--- src/rtl/cache_refill.sv ---
`timescale 1ns/1ps
// cache_refill
//   Miss handler between the data cache and the memory port. On a miss it
//   optionally writes back the dirty victim line, then fetches the missed
//   line one word per memory handshake and presents the assembled line to
//   the cache as a single-cycle fill pulse.
//
//   Optional feature macro: CACHE_REFILL_WRITEBACK_EN
//     defined   - dirty victims are written back (WB state) before the fetch.
//     undefined - no write-back; victim inputs unused, memWE is always 0.
//
// Ports
//   clk, rst        clock, asynchronous active-high reset
//   missReq         miss pending (level, held until fillValid)
//   missAddr        address that missed
//   victimDirty     indexed line is valid and dirty
//   victimAddr      line address of the victim
//   victimLine      victim line data
//   busy            refill in progress
//   fillValid       one-cycle pulse, fillAddr/fillLine valid
//   fillAddr        line-aligned miss address
//   fillLine        fetched line, word k at [(k+1)*ARCH_BITS-1 -: ARCH_BITS]
//   memReq/memWE    memory request / write beat
//   memAddr         beat byte address
//   memWData        write data
//   memAck          beat completes on posedge with memReq && memAck
//   memRData        read data, valid with memAck on read beats
module cache_refill #(
  parameter int ARCH_BITS       = 32,
  parameter int CACHE_LINE_SIZE = 128,
  parameter int OFFSET_BITS     = 4
) (
  input  logic                       clk,
  input  logic                       rst,
  input  logic                       missReq,
  input  logic [ARCH_BITS-1:0]       missAddr,
  input  logic                       victimDirty,
  input  logic [ARCH_BITS-1:0]       victimAddr,
  input  logic [CACHE_LINE_SIZE-1:0] victimLine,
  output logic                       busy,
  output logic                       fillValid,
  output logic [ARCH_BITS-1:0]       fillAddr,
  output logic [CACHE_LINE_SIZE-1:0] fillLine,
  output logic                       memReq,
  output logic                       memWE,
  output logic [ARCH_BITS-1:0]       memAddr,
  output logic [ARCH_BITS-1:0]       memWData,
  input  logic                       memAck,
  input  logic [ARCH_BITS-1:0]       memRData
);

  localparam int WORDS  = CACHE_LINE_SIZE / ARCH_BITS;
  localparam int BEAT_W = $clog2(WORDS);
  localparam logic [BEAT_W-1:0]    LAST_BEAT  = BEAT_W'(WORDS - 1);
  localparam logic [ARCH_BITS-1:0] WORD_BYTES = ARCH_BITS'(ARCH_BITS / 8);

  typedef enum logic [1:0] {IDLE, WB, FETCH, FILL} state_t;

  state_t                     state;
  logic [BEAT_W-1:0]          beat;
  logic [ARCH_BITS-1:0]       lineBase;
  logic [ARCH_BITS-1:0]       missBase;
  logic [CACHE_LINE_SIZE-1:0] lineBuf;
  logic [CACHE_LINE_SIZE-1:0] nextLine;
  logic                       unusedBits;

  assign missBase = {missAddr[ARCH_BITS-1:OFFSET_BITS], {OFFSET_BITS{1'b0}}};

  // Line buffer with the current read beat merged in; the final beat's word
  // goes straight into fillLine so fillLine only changes when a fill starts.
  always_comb begin
    nextLine = lineBuf;
    nextLine[beat*ARCH_BITS +: ARCH_BITS] = memRData;
  end

`ifdef CACHE_REFILL_WRITEBACK_EN
  logic [CACHE_LINE_SIZE-1:0] victimBuf;

  function automatic logic [ARCH_BITS-1:0] victimWord(
    input logic [CACHE_LINE_SIZE-1:0] line,
    input logic [BEAT_W-1:0]          idx
  );
    return line[idx*ARCH_BITS +: ARCH_BITS];
  endfunction

  assign unusedBits = ^missAddr[OFFSET_BITS-1:0];
`else
  assign unusedBits = ^{missAddr[OFFSET_BITS-1:0], victimDirty, victimAddr, victimLine};
`endif

  // Control FSM; every memory/cache-facing output is registered here.
  always_ff @(posedge clk or posedge rst) begin
    if (rst) begin
      state     <= IDLE;
      beat      <= '0;
      lineBase  <= '0;
      busy      <= 1'b0;
      fillValid <= 1'b0;
      fillAddr  <= '0;
      fillLine  <= '0;
      memReq    <= 1'b0;
      memWE     <= 1'b0;
      memAddr   <= '0;
      memWData  <= '0;
    end else begin
      fillValid <= 1'b0;
      case (state)
        IDLE: begin
          if (missReq) begin
            beat     <= '0;
            lineBase <= missBase;
            busy     <= 1'b1;
            memReq   <= 1'b1;
`ifdef CACHE_REFILL_WRITEBACK_EN
            if (victimDirty) begin
              state    <= WB;
              memWE    <= 1'b1;
              memAddr  <= victimAddr;
              memWData <= victimWord(victimLine, '0);
            end else begin
              state   <= FETCH;
              memWE   <= 1'b0;
              memAddr <= missBase;
            end
`else
            state   <= FETCH;
            memAddr <= missBase;
`endif
          end
        end
`ifdef CACHE_REFILL_WRITEBACK_EN
        WB: begin
          if (memAck) begin
            if (beat == LAST_BEAT) begin
              beat    <= '0;
              state   <= FETCH;
              memWE   <= 1'b0;
              memAddr <= lineBase;
            end else begin
              beat     <= beat + 1'b1;
              memAddr  <= memAddr + WORD_BYTES;
              memWData <= victimWord(victimBuf, beat + 1'b1);
            end
          end
        end
`endif
        FETCH: begin
          if (memAck) begin
            if (beat == LAST_BEAT) begin
              beat      <= '0;
              state     <= FILL;
              memReq    <= 1'b0;
              fillValid <= 1'b1;
              fillAddr  <= lineBase;
              fillLine  <= nextLine;
            end else begin
              beat    <= beat + 1'b1;
              memAddr <= memAddr + WORD_BYTES;
            end
          end
        end
        FILL: begin
          state <= IDLE;
          busy  <= 1'b0;
        end
        default: begin
          state  <= IDLE;
          busy   <= 1'b0;
          memReq <= 1'b0;
        end
      endcase
    end
  end

  // Data capture; contents are fully rewritten by every miss, so no reset.
  always_ff @(posedge clk) begin
    if (state == FETCH && memAck) begin
      lineBuf <= nextLine;
    end
`ifdef CACHE_REFILL_WRITEBACK_EN
    if (state == IDLE && missReq) begin
      victimBuf <= victimLine;
    end
`endif
  end

endmodule

--- config.mk ---
export PLATFORM = sky130hd
export DESIGN_NAME = cache_refill
export DESIGN_NICKNAME = d
export VERILOG_FILES = /design/src/rtl/cache_refill.sv
export SDC_FILE = /design/constraint.sdc
export NUM_CORES = 1
export LEC_CHECK = 0
export ABC_AREA = 1
export BUFFER_PORTS_ARGS = -buffer_cell sky130_fd_sc_hd__buf_2
export CELL_PAD_IN_SITES_DETAIL_PLACEMENT = 1
export CELL_PAD_IN_SITES_GLOBAL_PLACEMENT = 2
export CORE_ASPECT_RATIO = 1.2
export CORE_UTILIZATION = 31
export CTS_BUF_LIST = sky130_fd_sc_hd__clkbuf_8 sky130_fd_sc_hd__clkbuf_16
export CTS_CLUSTER_SIZE = 12
export DETAILED_ROUTE_END_ITERATION = 10
export GPL_ROUTABILITY_DRIVEN = 0
export GPL_TIMING_DRIVEN = 0
export PLACE_DENSITY_LB_ADDON = 0.1
export REMOVE_ABC_BUFFERS = 1
export SYNTH_ARGS = -nofsm -noshare
export SYNTH_HDL_FRONTEND = slang
export SYNTH_SLANG_ARGS = --single-unit
--- constraint.sdc ---
create_clock -name clk -period 10.55 [get_ports clk]
set_input_delay 2.6375 -clock clk [delete_from_list [all_inputs] [get_ports clk]]
set_output_delay 2.6375 -clock clk [all_outputs]
set_load 0.01 [all_outputs]
==> results.toml <==
[clock_tree]
clk_latency_ns = 0.56
clock-sinks = 349
clock_path_buffers = 3
clk_pin_slew_ns = 0.06
hold_buffers = 0
htreeDepth = 2
cts_buffers = 41
post_cts_buffers = 0
cts_root_buf = "clkbuf_16"
cts-resized-gates = 0
tritoncts = "yes"

[floorplan]
initial_core_util = 0.313
fp.dieArea_um2 = 51600
rows = 90
coreArea_um2 = 50100
io_pins = 457
die_x_um = 207
die_h_um = 249

[placement]
port_buffers = 252
dpl.hpwl_um = 34500
dp_cells = 2565

[routing]
drc = 0
drt_iter0_drc = 514
vias_per_cell = 4.80
first_pass_iters = 4
wl_um = 52300
vias = 12700
ant_nets = 0
wire_per_inst_um = 19.8

[final_layout]
stdcell_count = 2640
fin_nets = 2200
syn2layout_area_growth_pct = 21.6
final_cell_mix = "547 x nand2_1, 252 x buf_2, 220 x dfrtp_1"
drive_above_1_share = 0.183
nFillCells = 5819
num_antenna_cells = 0
layout_commonest_cell = "nand2_1"

[timing]
maxSlewHeadroom = 0.142
layout_min_cycle_time_ns = 5.28
rsz0062_at_grt = "false"
clock_skew_ns = 0.0133
final-setup-viol-count = 0
worst-slew-pin-transition_ns = 1.28
min_period_over_period = 0.500
slew_viol_final = 0
hold_viol = 0
fmax_mhz = 189

[flow_run]
drv_cap = 0

[critical_path]
cpMaxStageDelayCell = "nor2_4"
critPathBufInv = 8
crit_family = "buffers and inverters"
timing.rr.start = "state[1]$_DFFE_PP0P_"
worstPathRequired_ns = 11.04
cp_max_fo = 103
r2r_setup_slack_ns = 5.72
crit_type = "primary input to register"
arrival_ns = 5.77
crit_top_cell = "buf_16"
crit_path_start = "memAck"
slowest_delay_ns = 0.46
critPathCaptureType = "register"
crit_chain = "buf_2, inv_1, nand2_1, nand2_8, buf_16, nor2_8, buf_12, buf_16, nor2_4, buf_16, buf_16, buf_12, nand2_1, nand2_1"
start_kind = "primary input"

[power_and_ir_drop]
p_switching_mw = 2.57
power_density_nw_per_um2 = 325
p_leak_nw = 9.34
finalPower_mw = 6.21
pwr-share-clk = 0.215
p_int_mw = 3.64
peakVddDrop_mv = 0.154
comb_power_share = 0.405
swShare = 0.413
seq_power_share = 0.380

[logic_synthesis]
syn_area_per_cell_um2 = 8.99
synth_ff_type = "dfrtp_1"
ys_ff_latch = 349
synth.area.top_cells = "dfrtp_1 35%, edfxtp_1 24%, nand2_1 13%"
ys_types = 30
yosysTopAreaCell = "dfrtp_1"
netlist_area_um2 = 15700
synthCells = 1746
postSynth.asyncResetShare = 0.633
synth.top_cell.area_share = 0.352
ys_seq_area_frac = 0.597
synth-edff-count = 128
yosysWarnings = 33

[grt]
grt_overflow = 0
grt_pass1_wl_um = 81600
grt_pass1_vias = 13400
antenna_found_initial = 1
grt_max_degree = 105
grt_usage = 0.205

[run_status]
status = "finished, final reports clean"

[worst_hold_path]
hp-start = "lineBase[12]$_DFFE_PP0P_"
hp-class = "register to register"
## power groups by stage
stage / Clock, mW / Combinational, mW / Sequential, mW
global route: 1.44 / 2.83 / 2.43
global placement: 0 / 2.35 / 2.45
floorplan: 0 / 1.23 / 2.48
finish: 1.34 / 2.51 / 2.36
detailed placement: 0 / 2.57 / 2.40
CTS: 1.40 / 2.58 / 2.38
## layout make-up
type                            instances  area [µm²]  area share
Sequential cell                       349        9380       0.491
Multi-Input combinational cell       1099        5040       0.264
Timing Repair Buffer                  280        1890      0.0988
Clock buffer                           47        1110      0.0580
Tap cell                              644         806      0.0422
Inverter                              193         733      0.0384
Clock inverter                         28         146     0.00766
## state kept, by name, indices dropped and copies added (netlist names)
signal and count:
state 2, fillAddr 28, busy 1, fillLine 128, memAddr 30, beat 2
lineBuf 128, lineBase 28, memReq 1, fillValid 1
## worst paths after layout
path                                            end  cells past startpoint
setup / recovery           fillLine[69]$_DFFE_PP0P_                     14
hold / removal             fillAddr[12]$_DFFE_PP0P_                      2
setup reg to reg           fillLine[69]$_DFFE_PP0P_                     14
hold reg to reg            fillAddr[12]$_DFFE_PP0P_                      2
max in group asynchronous  fillLine[50]$_DFFE_PP0P_                      3
min in group asynchronous  fillAddr[16]$_DFFE_PP0P_                      2
## worst reg2reg max path: stages, from the launching register on
cell,delay (ns)
dfrtp_1,0.66
inv_2,0.33
nor2_4,0.76
nand2_1,0.29
nand2_8,0.42
buf_16,0.42
nor2_8,0.16
buf_12,0.22
buf_16,0.22
nor2_4,0.49
buf_16,0.23
buf_16,0.18
buf_12,0.20
nand2_1,0.12
nand2_1,0.08
## synthesized netlist by cell type (2+ instances only)
| master | number |
|---|---|
| o22ai_1 | 102 |
| a21oi_1 | 28 |
| dfrtp_1 | 221 |
| nand3_1 | 67 |
| ha_1 | 7 |
| inv_1 | 190 |
| nand2_1 | 549 |
| o21ai_0 | 195 |
| buf_4 | 46 |
| clkbuf_1 | 67 |
| mux2_2 | 11 |
| edfxtp_1 | 128 |
| nor2_2 | 2 |
| o21ai_1 | 32 |
| buf_2 | 24 |
| nor3_1 | 3 |
| nor2_1 | 54 |
| o21bai_1 | 3 |
| inv_2 | 2 |
| buf_1 | 5 |
## cells by family after synthesis
kind of cell / share of synthesized area
simple gates: 0.172
compound gates: 0.123
flops: 0.597
buf+inv: 0.0937
mux: 0.00789
fa+ha+maj: 0.00558
other cells: 0.000239
xor+xnor: 0.000558
## stage by stage
step	hold WS [ns]	cell area (µm²)	utilization	TNS, ns	setup slack (ns)
final	0.469	19100	0.381	0	5.27
after global routing	0.495	19100	0.381	0	5.00
after CTS	0.472	19100	0.381	0	5.14
after detailed placement	0.459	17800	0.356	0	4.54
after global placement	0.454	17200	0.343	-778.95	-2.67
after floorplan	0.444	15100	-	0	1.86
## per-layer routing
metal | vias up | track usage | share of wire
met5 | - | 0 | 0
met4 | 0 | 0.0441 | 0.015
met3 | 51 | 0.0369 | 0.040
met2 | 230 | 0.357 | 0.50
met1 | 6332 | 0.264 | 0.45
li1 | 6068 | - | -
Power figures use the tool's default switching activity.
